--- src/rtl/dmem_pkg.sv ---
// Shared encodings for the data memory controller: FSM states, op type, error bit indices.
package dmem_pkg;

    typedef enum logic [1:0] {
        IDLE   = 2'd0,
        ACCESS = 2'd1,
        WAIT   = 2'd2,
        RESP   = 2'd3
    } dmemState_t;

    typedef enum logic {
        OP_READ  = 1'b0,
        OP_WRITE = 1'b1
    } dmemOp_t;

    localparam int unsigned ERR_CONFLICT = 0;
    localparam int unsigned ERR_MISALIGN = 1;

    // WAIT exits on the zero flag, so the counter is preloaded with one less than the wait count.
    function automatic logic [3:0] waitLoadValue(input int unsigned waitStates);
        return (waitStates == 0) ? 4'd0 : 4'(waitStates - 1);
    endfunction

endpackage

--- src/rtl/dmem_wait_cnt.sv ---
// Loadable 4-bit down-counter with zero flag, used to time the SRAM wait states.
module dmem_wait_cnt (
    input  logic       clk,
    input  logic       rst,
    input  logic       load,
    input  logic       dec,
    input  logic [3:0] loadVal,
    output logic [3:0] count,
    output logic       zero
);

    always_ff @(posedge clk) begin
        if (rst) begin
            count <= '0;
        end else if (load) begin
            count <= loadVal;
        end else if (dec && (count != '0)) begin
            count <= count - 4'd1;
        end
    end

    assign zero = (count == '0);

endmodule

--- src/rtl/data_mem_ctrl.sv ---
// Core-to-SRAM data memory controller: IDLE/ACCESS/WAIT/RESP with configurable wait states.
// Define DMEM_ALIGN_CHECK_EN to reject misaligned accesses without touching the SRAM.
module data_mem_ctrl
    import dmem_pkg::*;
#(
    parameter int unsigned WAIT_STATES = 2,
    parameter int unsigned ADDR_W      = 10
) (
    input  logic              clk,
    input  logic              rst,
    input  logic              req_read,
    input  logic              req_write,
    input  logic [31:0]       req_addr,
    input  logic [31:0]       req_wdata,
    output logic [31:0]       rsp_rdata,
    output logic              rsp_valid,
    output logic              busy,
    output logic [1:0]        err,
    output logic              mem_en,
    output logic              mem_we,
    output logic [ADDR_W-1:0] mem_addr,
    output logic [31:0]       mem_wdata,
    input  logic [31:0]       mem_rdata
);

    dmemState_t        state, nextState;
    dmemOp_t           opReg;
    logic [ADDR_W-1:0] addrReg;
    logic [31:0]       wdataReg;
    logic [31:0]       rdataReg;
    logic [1:0]        errReg;
    logic              accept;
    logic              misaligned;
    logic              cntLoad, cntDec, cntZero;
    logic [3:0]        cntValue;
    logic              unusedAddrBits;

    assign accept = (state == IDLE) && (req_read || req_write);

`ifdef DMEM_ALIGN_CHECK_EN
    assign misaligned = (req_addr[1:0] != 2'b00);
    assign err        = errReg;
`else
    assign misaligned = 1'b0;
    assign err        = {1'b0, errReg[ERR_CONFLICT]};
`endif
    assign unusedAddrBits = ^{req_addr[31:ADDR_W+2], req_addr[1:0], cntValue};

    dmem_wait_cnt waitCnt (
        .clk     (clk),
        .rst     (rst),
        .load    (cntLoad),
        .dec     (cntDec),
        .loadVal (waitLoadValue(WAIT_STATES)),
        .count   (cntValue),
        .zero    (cntZero)
    );

    always_comb begin
        nextState = state;
        mem_en    = 1'b0;
        mem_we    = 1'b0;
        cntLoad   = 1'b0;
        cntDec    = 1'b0;
        unique case (state)
            IDLE: begin
                if (accept) nextState = misaligned ? RESP : ACCESS;
            end
            ACCESS: begin
                mem_en    = 1'b1;
                mem_we    = (opReg == OP_WRITE);
                cntLoad   = 1'b1;
                nextState = (WAIT_STATES > 0) ? WAIT : RESP;
            end
            WAIT: begin
                cntDec = 1'b1;
                if (cntZero) nextState = RESP;
            end
            RESP: nextState = IDLE;
            default: nextState = IDLE;
        endcase
    end

    always_ff @(posedge clk) begin
        if (rst) begin
            state    <= IDLE;
            opReg    <= OP_READ;
            addrReg  <= '0;
            wdataReg <= '0;
            rdataReg <= '0;
            errReg   <= '0;
        end else begin
            state <= nextState;
            if (accept) begin
                addrReg  <= req_addr[ADDR_W+1:2];
                wdataReg <= req_wdata;
                opReg    <= req_write ? OP_WRITE : OP_READ;
                if (req_read && req_write) errReg[ERR_CONFLICT] <= 1'b1;
                if (misaligned) begin
                    errReg[ERR_MISALIGN] <= 1'b1;
                    if (!req_write) rdataReg <= '0;
                end
            end
            // Load data is captured only on the edge leaving ACCESS/WAIT into RESP.
            if ((state != IDLE) && (nextState == RESP) && (opReg == OP_READ)) begin
                rdataReg <= mem_rdata;
            end
        end
    end

    assign rsp_rdata = rdataReg;
    assign rsp_valid = (state == RESP);
    assign busy      = (state != IDLE);
    assign mem_addr  = addrReg;
    assign mem_wdata = wdataReg;

endmodule

--- config.mk ---
export PLATFORM = sky130hd
export DESIGN_NAME = data_mem_ctrl
export DESIGN_NICKNAME = d
export VERILOG_FILES = /design/src/rtl/dmem_pkg.sv /design/src/rtl/dmem_wait_cnt.sv /design/src/rtl/data_mem_ctrl.sv
export SDC_FILE = /design/constraint.sdc
export NUM_CORES = 1
export LEC_CHECK = 0
export CORE_MARGIN = 2
export CORE_UTILIZATION = 39
export DETAILED_ROUTE_END_ITERATION = 7
export PLACE_DENSITY = 0.85
export REMOVE_ABC_BUFFERS = 1
export SYNTH_ARGS = -nofsm -noshare
export SYNTH_HDL_FRONTEND = slang
export SYNTH_SLANG_ARGS = --single-unit
--- constraint.sdc ---
create_clock -name clk -period 2.5 [get_ports clk]
set_input_delay 0.5 -clock clk [delete_from_list [all_inputs] [get_ports clk]]
set_output_delay 0.5 -clock clk [all_outputs]
set_load 0.05 [all_outputs]
==> results.cfg <==
[worst_setup_path]
cp-end-kind = primary output
arrival_ns = 1.78
r2r_end = rsp_rdata[25]
crit_path_start = state[1]
worstReg2RegStart = state[0]
r2r_cells = 7
worstPathMaxFanout = 8
cp-endpoint = mem_we
crit_required_ns = 2.00
crit_path_start_kind = flop
rrSetupSlack_ns = 0.60
crit_type = reg2out

[sta]
fin_crit_sh_pct = 91.3
hold_viol = 0
setup_tns_ns = 0
fmax_ghz = 0.438
setup_violations = 0
skew_ns = 0.0110
max_slew.worst_pin.slew_ns = 0.547
min_period_ns = 2.28
rsz0062_at_grt = no
slew_violations = 0
timing.hold.ws_ns = 0.454
setup_ws_ns = 0.218
timing.slew.headroom_pct = 63.4

[detailed_routing]
drtAntennaViolNets = 0
drc = 0
viasPerCell = 4.67
wl_um = 8390
dr.pass1.iters = 4
wl_per_cell_um = 13.3
drt_iter0_drc = 125
vias = 2946

[global_route]
grt_pass1_vias = 3000
grt_usage_pct = 17.9
antenna_found_initial = 0
grt_max_degree = 42
grt_pass1_wl_um = 13900
overflow = 0

[cts]
clk_latency_ns = 0.35
ctsHoldBuffers = 0
cts_buffers = 9
path_clk_slew_ns = 0.08
cts_tree = done
clkSinkCount = 82
post_cts_buffers = 0
h-tree-depth = 3
max-clock-path-buffers = 2
clock-root-buffer = clkbuf_8

[die]
die_y_um = 96.6
start_util_pct = 40.5
core_area_um2 = 8260
die-area_um2 = 9330
io_pins = 180
rows = 33
dieWidth_um = 96.6

[logic_synthesis]
yosysSeqAreaShare_pct = 49.1
synth_top_family_by_area = simple AND/OR/NAND/NOR gates
synthSimpleGateAreaFrac_pct = 24.5
avgSynthCellArea_um2 = 8.97
synth-compound-area-share_pct = 8.98
ys_types = 29
synthMuxAreaShare_pct = 9.88
ys_ff_latch = 82
netlist_top_cells_area = dfxtp_1, nand2b_1, mux2i_1
synth-edff-count = 0
syn_inst = 373
synth_xor_area_share_pct = 0
synthArstFlopShare_pct = 0
synth_ff_type = dfxtp_1
synth_fa_ha_area_share_pct = 1.87
synth.largest_area_cell = dfxtp_1
ys_warn_count = 0
yosysMostFrequentCell = nand2_1
netlist_area_um2 = 3340
synth_top_area_share_pct = 49.1
synth_top_cells_by_count = nand2_1, dfxtp_1, nand2b_1, a21oi_1, mux2i_1

[placement]
gp_routability_congestion = 0.738
port_buffers = 156
place_ws_ns = 0.291
dp_hpwl_um = 5990

[power_and_ir_drop]
power.density_nw_per_um2 = 913
p_total_mw = 4.71
peakVddDrop_uv = 387
leakage_nw = 1.91

[worst_hold_path]
hp-class = reg2reg

[cells_and_area]
fin_util_pct = 62.5
num_antenna_cells = 0
drive_above_1_share_pct = 5.32
nets = 626
fillers = 703
synthToLayoutAreaGrowth_pct = 54.4

[job]
maxCapViolCount = 0

[status]
outcome = finished, final reports clean
[layout by cell type, fill, tap and decap left out]
cell type,count
clkdlybuf4s50_1,152
nand2_1,88
dfxtp_1,82
nand2b_1,64
a21oi_1,45
mux2i_1,33
clkbuf_8,9
buf_4,6
inv_1,5
ha_1,5
nor2_1,4
nor3_1,3
inv_6,3
and2_1,2
a211oi_1,2
clkinvlp_4,2
dlygate4sd2_1,2
buf_12,2
o21a_1,1
o21ai_4,1
or3b_1,1
nand4bb_1,1
a21oi_4,1
and4b_1,1
a2111oi_2,1
o211a_1,1
nor2b_1,1
a31oi_1,1
or3_1,1
nand3_1,1
conb_1,1
bufinv_16,1
clkinv_2,1
buf_2,1
dlymetal6s2s_1,1
[cell families after synthesis]
group | after synthesis
other | 1
AOI/OAI and AO/OA | 53
buffers and inverters | 32
DFF | 82
and+or+nand+nor | 167
adders and majority gates | 5
muxes | 33
[per-stage QoR]
step / instance area (um2) / cells
global placement: 4960 / 615
detailed placement: 4960 / 615
global route: 5160 / 631
CTS: 5160 / 631
finish: 5160 / 631
floorplan: 3180 / 346
[critical path: stages, from the launching register on]
cell	delay, ns
dfxtp_1	0.34
inv_1	0.08
ha_1	0.34
and2_1	0.17
dlygate4sd2_1	0.52
[worst min-delay path by stage]
stage,startpoint,endpoint,slack (ns),depth (start not counted)
3_3_place_gp,mem_wdata[25],mem_wdata[25],0.44,2
2_1_floorplan,opReg,opReg,0.43,2
3_5_place_dp,mem_addr[6],mem_addr[6],0.45,2
6_report,mem_addr[5],mem_addr[5],0.45,2
5_1_grt,mem_wdata[17],mem_wdata[17],0.48,2
4_1_cts,mem_wdata[9],mem_wdata[9],0.46,2
[area by class of cell]
cell class	count	area, um2	share of cell area [%]
clock buffer	9	124	2.40
clock inverter	7	76.3	1.48
inverter	5	18.8	0.364
multi-input combinational	259	1530	29.6
sequential	82	1640	31.8
tap	105	131	2.54
timing repair buffer	164	1640	31.8
[power breakdown]
group	total (mW)	internal [mW]	switching, mW
registers	1.63	1.52	0.111
logic	2.11	0.749	1.36
clock network	0.975	0.470	0.504
[sequential cells by signal (all words and copies together), names as in the netlist]
name           count
errReg             1
state              2
waitCnt.count      4
mem_wdata         32
rsp_rdata         32
opReg              1
mem_addr          10
[routing by layer]
metal	global-route usage, %	share of wire, %
met1	20.5	42
met2	30.4	49
met3	6.29	7.7
met4	6.93	1.2
met5	0	0
[what timing repair did]
action,in CTS,in global routing
endpoints found under the setup margin,2,1
endpoints found under the hold margin,0,0
gates resized for setup,2,1
cloned,0,0
No activity file was read; power rests on OpenSTA's default activity.
